`config.mk`:
```
export PLATFORM = sky130hd
export DESIGN_NAME = spi_pwm_multi
export DESIGN_NICKNAME = d
export VERILOG_FILES = /design/src/rtl/spi_pwm_multi.sv
export SDC_FILE = /design/constraint.sdc
export NUM_CORES = 1
export LEC_CHECK = 0
export BUFFER_PORTS_ARGS = -buffer_cell sky130_fd_sc_hd__buf_2
export CORE_UTILIZATION = 45
export CTS_CLUSTER_SIZE = 40
export DETAILED_ROUTE_END_ITERATION = 12
export MAX_ROUTING_LAYER = met4
export PLACE_DENSITY = 0.68
export REMOVE_ABC_BUFFERS = 1
export SLEW_MARGIN = 20
export SYNTH_ARGS = -nofsm -noshare
export SYNTH_HDL_FRONTEND = slang
export SYNTH_SLANG_ARGS = --single-unit
export TNS_END_PERCENT = 20
```
`constraint.sdc`:
```
create_clock -name clk -period 6.3 [get_ports clk]
set_clock_uncertainty 0.1 [all_clocks]
set_input_delay 0.315 -clock clk [delete_from_list [all_inputs] [get_ports clk]]
set_output_delay 0.315 -clock clk [all_outputs]
set_load 0.03 [all_outputs]
```
`src/rtl/spi_pwm_multi.sv`:
```
// spi_pwm_multi
//   Multi-channel PWM generator configured over an SPI mode-0 slave port.
//   A 16-bit frame {rw, addr[6:0], data[7:0]} is shifted in MSB first.
//   Accepted writes update the register map:
//     0x00/0x01 out_en, 0x02/0x03 pwm_en, 0x04+k duty[k].
//   Duties are double-buffered and become active when the PWM counter wraps.
//
// Parameters
//   NUM_CH  : channel count (1..16)
//   CLK_DIV : clk cycles per PWM counter tick (>= 1)
//
// Ports
//   clk        : system clock, all state on its rising edge
//   rst_n      : synchronous active-low reset
//   sclk       : SPI clock (asynchronous)
//   copi       : SPI data in (asynchronous)
//   ncs        : SPI chip select, active low (asynchronous)
//   cipo       : SPI readback data, 0 unless readback is built in
//   out        : registered PWM outputs
//   frame_done : one-cycle pulse per accepted frame
//
// Optional feature
//   Define SPI_READBACK_EN to make frames with rw = 0 register reads.
module spi_pwm_multi #(
   parameter int NUM_CH  = 16,
   parameter int CLK_DIV = 10
) (
   input  logic              clk,
   input  logic              rst_n,
   input  logic              sclk,
   input  logic              copi,
   input  logic              ncs,
   output logic              cipo,
   output logic [NUM_CH-1:0] out,
   output logic              frame_done
);

   localparam int            PW        = (CLK_DIV > 1) ? $clog2(CLK_DIV) : 1;
   localparam logic [PW-1:0] PRESC_MAX = PW'(CLK_DIV - 1);
`ifdef SPI_READBACK_EN
   localparam logic          READ_OK   = 1'b1;
`else
   localparam logic          READ_OK   = 1'b0;
`endif

   typedef enum logic {S_IDLE, S_RECV} spi_state_t;
   spi_state_t state, state_nx;

   // [1] is the synchronized value, [2] its previous value for edge detection
   logic [2:0]        sclk_q, ncs_q;
   logic [1:0]        copi_q;
   logic              sclk_rise, ncs_rise, ncs_fall;
   logic [4:0]        bit_cnt;
   logic [15:0]       rx;
   logic              frame_ok;
   logic [6:0]        addr;
   logic [7:0]        data;

   logic [NUM_CH-1:0] out_en, pwm_en;
   logic [7:0]        duty     [NUM_CH];
   logic [7:0]        duty_act [NUM_CH];
   logic [PW-1:0]     presc;
   logic [7:0]        pwm_cnt;
   logic              tick, wrap;

   assign sclk_rise = sclk_q[1] & ~sclk_q[2];
   assign ncs_rise  = ncs_q[1]  & ~ncs_q[2];
   assign ncs_fall  = ~ncs_q[1] &  ncs_q[2];
   assign addr      = rx[14:8];
   assign data      = rx[7:0];
   assign tick      = (presc == PRESC_MAX);
   assign wrap      = tick && (pwm_cnt == 8'hFF);

   always_comb begin
      state_nx = state;
      frame_ok = 1'b0;
      case (state)
         S_IDLE: if (ncs_fall) state_nx = S_RECV;
         S_RECV: begin
            if (ncs_rise) begin
               state_nx = S_IDLE;
               frame_ok = (bit_cnt == 5'd16) && (rx[15] || READ_OK);
            end
         end
         default: state_nx = S_IDLE;
      endcase
   end

   always_ff @(posedge clk) begin
      if (!rst_n) begin
         sclk_q  <= '0;
         copi_q  <= '0;
         ncs_q   <= '0;
         state   <= S_IDLE;
         bit_cnt <= '0;
         rx      <= '0;
      end else begin
         sclk_q <= {sclk_q[1:0], sclk};
         copi_q <= {copi_q[0], copi};
         ncs_q  <= {ncs_q[1:0], ncs};
         state  <= state_nx;
         if (ncs_fall) begin
            bit_cnt <= '0;
         end else if (state == S_RECV && !ncs_q[1] && sclk_rise && bit_cnt != 5'd16) begin
            rx      <= {rx[14:0], copi_q[1]};
            bit_cnt <= bit_cnt + 5'd1;
         end
      end
   end

   always_ff @(posedge clk) begin
      if (!rst_n) begin
         out_en     <= '0;
         pwm_en     <= '0;
         presc      <= '0;
         pwm_cnt    <= '0;
         out        <= '0;
         frame_done <= 1'b0;
         for (int unsigned k = 0; k < NUM_CH; k++) begin
            duty[k]     <= '0;
            duty_act[k] <= '0;
         end
      end else begin
         frame_done <= frame_ok;
         if (frame_ok && rx[15]) begin
            // enable bits at or above NUM_CH simply have no storage
            for (int unsigned k = 0; k < NUM_CH; k++) begin
               if (addr == 7'(k / 8))     out_en[k] <= data[3'(k % 8)];
               if (addr == 7'(2 + k / 8)) pwm_en[k] <= data[3'(k % 8)];
               if (addr == 7'(4 + k))     duty[k]   <= data;
            end
         end
         if (tick) begin
            presc   <= '0;
            pwm_cnt <= pwm_cnt + 8'd1;
         end else begin
            presc <= presc + PW'(1);
         end
         // duty written in the wrap cycle is not yet visible here, so it
         // waits for the following wrap
         if (wrap) begin
            for (int unsigned k = 0; k < NUM_CH; k++) duty_act[k] <= duty[k];
         end
         for (int unsigned k = 0; k < NUM_CH; k++) begin
            out[k] <= out_en[k] & (~pwm_en[k] | (duty_act[k] == 8'hFF) |
                                   (pwm_cnt < duty_act[k]));
         end
      end
   end

`ifdef SPI_READBACK_EN
   logic       sclk_fall;
   logic [7:0] tx, rd_val;

   assign sclk_fall = ~sclk_q[1] & sclk_q[2];

   // after 8 bits, rx[6:0] holds the address just received
   always_comb begin
      rd_val = '0;
      for (int unsigned k = 0; k < NUM_CH; k++) begin
         if (rx[6:0] == 7'(k / 8))     rd_val[3'(k % 8)] = out_en[k];
         if (rx[6:0] == 7'(2 + k / 8)) rd_val[3'(k % 8)] = pwm_en[k];
         if (rx[6:0] == 7'(4 + k))     rd_val            = duty[k];
      end
   end

   // load on the falling edge that follows bit 7, so the MSB is on cipo
   // before the master samples bit 8
   always_ff @(posedge clk) begin
      if (!rst_n || ncs_rise) begin
         tx <= '0;
      end else if (state == S_RECV && !ncs_q[1] && sclk_fall) begin
         if (bit_cnt == 5'd8 && !rx[7]) tx <= rd_val;
         else if (bit_cnt > 5'd8 && bit_cnt < 5'd16) tx <= {tx[6:0], 1'b0};
      end
   end

   assign cipo = tx[7];
`else
   assign cipo = 1'b0;
`endif

endmodule

```
# --- Word level (Yosys, flattened, before mapping) ---
# Memories as Yosys holds them, arrays and structs flattened.
# Cells that the tools add are included.
totals:
  wordCells: 299
  ramBits: 256
  inputBits: 5
  memories: 2
  output_inout_bits: 18
  regBits: 91
op_classes:
  n_lt_le_gt_ge: 16
  muxes: 105
  reduce_logical: 15
  n_eq_ne: 39
  n_addsub: 3
  bitwise_logic: 105
mem_list:
  columns: ["name", "words", "word_bits", "read_ports", "rd_clocked_by_memory_dff", "wr", "line_no", "rtl"]
  rows:
  - ["duty", 16, 8, 16, 0, 16, "60", "logic [7:0] duty [NUM_CH];"]
  - ["duty_act", 16, 8, 16, 0, 16, "61", "logic [7:0] duty_act [NUM_CH];"]
ops:
  columns: ["operator", "n"]
  rows:
  - ["two-way mux 8 bit", 32]
  - ["== test 8 bit, second input constant", 17]
  - ["< comparator 8 bit", 16]
  - ["two-way mux 1 bit", 72]
  - ["bitwise OR 1 bit", 64]
  - ["== test 7 x 4 -> 1 bit, second input constant", 8]
  - ["== test 7 x 3 -> 1 bit, second input constant", 4]
  - ["== test 7 x 5 -> 1 bit, second input constant", 4]
  - ["inverter 1 bit", 22]
  - ["bitwise AND 1 bit", 19]
  - ["== test 7 x 2 -> 1 bit, second input constant", 2]
  - ["AND reduction 2 bit", 5]
  - ["adder 8 x 1 -> 8 bit, second input constant", 1]
  - ["== test 7 x 1 -> 1 bit, second input constant", 1]
  - ["logical NOT 7 bit", 1]
  - ["logical AND 1 bit", 6]
  - ["adder 5 x 1 -> 5 bit, second input constant", 1]
  - ["== test 5 bit, second input constant", 1]
  - ["inequality test 5 bit, second input constant", 1]
  - ["adder 4 x 1 -> 4 bit, second input constant", 1]
  - ["== test 4 bit, second input constant", 1]
  - ["OR reduction 2 bit", 2]
  - ["one-hot mux 1 bit (2 select lines)", 1]
  - ["logical NOT 1 bit", 1]

# --- Depth between registers and ports, before layout ---
logic_depth:
  depth_word: 9
  mapped_depth: 9
  mapped_depth_nobuf: 6

# --- Worst setup path before layout ---
# OpenSTA, ideal clock, no wires.
synth_path:
  path_kind: "register to register"
  start: "register pwm_cnt[2]"
  end: "memory duty_act[0][0], enable pin"
  n_path_buf: 0
  path_stages_with_launch: 4
  slack_ps: 1887
  required_time_ps: 5708
  setup_time_ps: 492
  t_arrival_ps: 3821
  synth_period_minus_slack_ps: 4413
  cell_sequence: "dfxtp_1 and4b_1 nand4_1 nand2_1"
synth_lines:
  columns: ["item", "line_no", "rtl"]
  rows:
  - ["from (decl)", "63", "logic [7:0] pwm_cnt;"]
  - ["from (signal assigned)", "135", "pwm_cnt <= pwm_cnt + 8'd1;"]
  - ["to (decl)", "61", null]

==> flow_metrics.env <==
export IMPL_status="complete, no violations"
export IMPL_antenna_found_initial=0
export IMPL_switching_share=0.202
export IMPL_required_ns=6.35
export IMPL_postPlaceCellArea_um2=16100
export IMPL_crit_path_cell_trace="and4_1, nand4_1, nand2_8, buf_4"
export IMPL_clock_path_buffers=3
export IMPL_ys_warn_count=0
export IMPL_cap_violations=0
export IMPL_rsz0062_at_grt="no"
export IMPL_intPower_mw=3.88
export IMPL_hold_path_class="input pin to register"
export IMPL_power_leakage_nw=7.03
export IMPL_grt_pass1_vias=9360
export IMPL_p_clk_frac=0.449
export IMPL_die_area_um2=35300
export IMPL_relSlewSlack=0.249
export IMPL_critPathTopFamily="simple AND/OR/NAND/NOR gates"
export IMPL_synthesis_area_um2=15600
export IMPL_place_worst_setup_slack_ns=2.54
export IMPL_setup_ws_ns=2.87
export IMPL_powerDensity_nw_per_um2=280
export IMPL_clk_pin_slew_ns=0.06
export IMPL_coreArea_um2=33800
export IMPL_pin_count=23
export IMPL_fin_crit_sh=0.545
export IMPL_dp_hpwl_mm=21.5
export IMPL_cp_buffers_inverters=1
export IMPL_drv_slew=0
export IMPL_numCtsBuffers=38
export IMPL_clkSinkCount=347
export IMPL_dr_pass1_iters=5
export IMPL_grt_max_degree=86
export IMPL_grt_pass1_wl_mm=51.5
export IMPL_setup_violations=0
export IMPL_insertedDiodeCount=0
export IMPL_switchingPower_mw=0.981
export IMPL_post_route_min_period_ns=3.43
export IMPL_gp_congestion=0.812
export IMPL_avgSynthCellArea_um2=11.8
export IMPL_synth_most_common_cell="edfxtp_1"
export IMPL_pwr_share_seq=0.526
export IMPL_synthTopCellsByArea="edfxtp_1, dfxtp_1, ha_1"
export IMPL_synthToLayoutAreaGrowth_pct=11.7
export IMPL_end_kind="register"
export IMPL_synthFlopType="edfxtp_1"
export IMPL_combPwrFrac=0.025
export IMPL_num_rows=67
export IMPL_startpoint_type="register"
export IMPL_drive_above_1_share=0.0735
export IMPL_initial_core_util=0.461
export IMPL_cts_resized=0
export IMPL_final_nets=1468
export IMPL_stdcell_area_um2=17400
export IMPL_fillers=2864
export IMPL_tightest_slew_ns=1.13
export IMPL_root_buffer="clkbuf_16"
export IMPL_critical_path_max_fanout=85
export IMPL_die_h_um=188
export IMPL_fp_dieW_um=188
export IMPL_fmax_mhz=291
export IMPL_syn_inst=1323
export IMPL_regArea_um2=9510
export IMPL_grt_use_total=0.196
export IMPL_ir_worst_vdd_mv=0.201
export IMPL_cp_slowest_cell="dfxtp_1"
export IMPL_hold_viol_final=0
export IMPL_synth_cell_types=46
export IMPL_ys_ff_latch=347
export IMPL_tns_ns=0
export IMPL_via_per_inst=5.26
export IMPL_h_tree_depth=2
export IMPL_wl_per_cell_um=18.0
export IMPL_clk_latency_ns=0.53
export IMPL_synth_common_cells="edfxtp_1, and2_1, nor2_1"
export IMPL_worst_setup_path_type="register to register"
export IMPL_synth_edf_count=256
export IMPL_max_stage_delay_ns=1.07
export IMPL_cp_arrival_ns=3.49
export IMPL_seq_area_frac_synth=0.611
export IMPL_multiInputGateArea_um2=5390
export IMPL_cts_tree="done"
export IMPL_grt_overflow_total=0
export IMPL_async_flop_share=0
export IMPL_yosysTopAreaCellShare=0.494
export IMPL_synth_area_leader_cell="edfxtp_1"
export IMPL_drc_errors=0
export IMPL_portBuffers=21
export IMPL_ant_nets=0
export IMPL_drtIter0Drc=706
export IMPL_totalWireLength_mm=32.8
export IMPL_vias=9584
[power by group through the flow]
stage               clock network [mW]  logic [mW]  registers, mW
floorplan                            0      0.0801           2.60
global placement                     0       0.118           2.60
detailed placement                   0       0.123           2.61
CTS                               2.22       0.125           2.56
global route                      2.32       0.142           2.56
finish                            2.18       0.124           2.56
[metal layers]
layer	track usage	share of wire	wire, um
met1	0.247	0.44	14400
met2	0.324	0.49	16000
met3	0.0296	0.047	1530
met4	0.0607	0.025	809
met5	-	0	0
[state kept, by name (all words and copies together) (netlist names)]
signal / flops
rx: 16
frame_done: 1
pwm_en: 16
pwm_cnt: 8
ncs_q: 3
duty_act: 128
out_en: 16
duty: 128
sclk_q: 3
presc: 4
out: 16
copi_q: 2
state: 1
bit_cnt: 5
[cell type report]
| class | instances | area share |
|---|---|---|
| flip-flops and latches | 347 | 0.547 |
| multi-input cells | 797 | 0.310 |
| clock buffers | 53 | 0.0597 |
| well taps | 448 | 0.0322 |
| inverters | 125 | 0.0270 |
| repair buffers | 37 | 0.0135 |
| clock inverters | 16 | 0.0107 |
[what timing repair did]
item / in CTS / in global routing
hold buffers: 3 / 0
endpoints found under the hold margin: 3 / 0
buffers inserted: 0 / 0
endpoints found under the setup margin: 0 / 0
[kinds of logic after synthesis]
family / after synthesis / synth area share
flops: 347 / 0.611
buf+inv: 179 / 0.0446
xor+xnor: 12 / 0.00675
simple gates: 486 / 0.160
compound gates: 140 / 0.0567
other cells: 1 / 0.000241
mux: 41 / 0.0264
fa+ha+maj: 117 / 0.0940
[final timing paths]
| path | start | end | slack [ns] | cells after the start |
|---|---|---|---|---|
| setup / recovery | pwm_cnt[4] | duty_act[0][23] | 2.87 | 4 |
| hold / removal | rst_n | copi_q[0] | 0.08 | 2 |
| setup reg to reg | pwm_cnt[4] | duty_act[0][23] | 2.87 | 4 |
| hold reg to reg | sclk_q[0] | sclk_q[1] | 0.33 | 1 |
[metrics by stage]
step	utilization	hold WS (ns)	instances	power (mW)
after global routing	0.515	0.0807	1823	5.02
after global placement	0.477	0.319	1751	2.72
after CTS	0.514	0.0626	1823	4.90
after floorplan	-	0.312	1269	2.68
final	0.515	0.0825	1823	4.86
after detailed placement	0.477	0.324	1751	2.73
[cell usage in the layout (no fill, tap or decap), drive strengths merged, types with 3 or more instances in the layout]
cell and instances:
edfxtp 256, and2 135, nor2 128, inv 126
ha 117, nand2 93, dfxtp 91, nor3 54
clkbuf 53, o21ai 50, mux2i 41, a21oi 41
nand4 38, buf 34, a2111oi 16, a32o 16
o31ai 14, nand3 8, clkinv 8, xnor2 6
xor2 6, or2 4, nor3b 4, bufinv 4
nand2b 3, o211ai 3, clkinvlp 3, dlygate4sd3 3
Power figures use the tool's default switching activity.
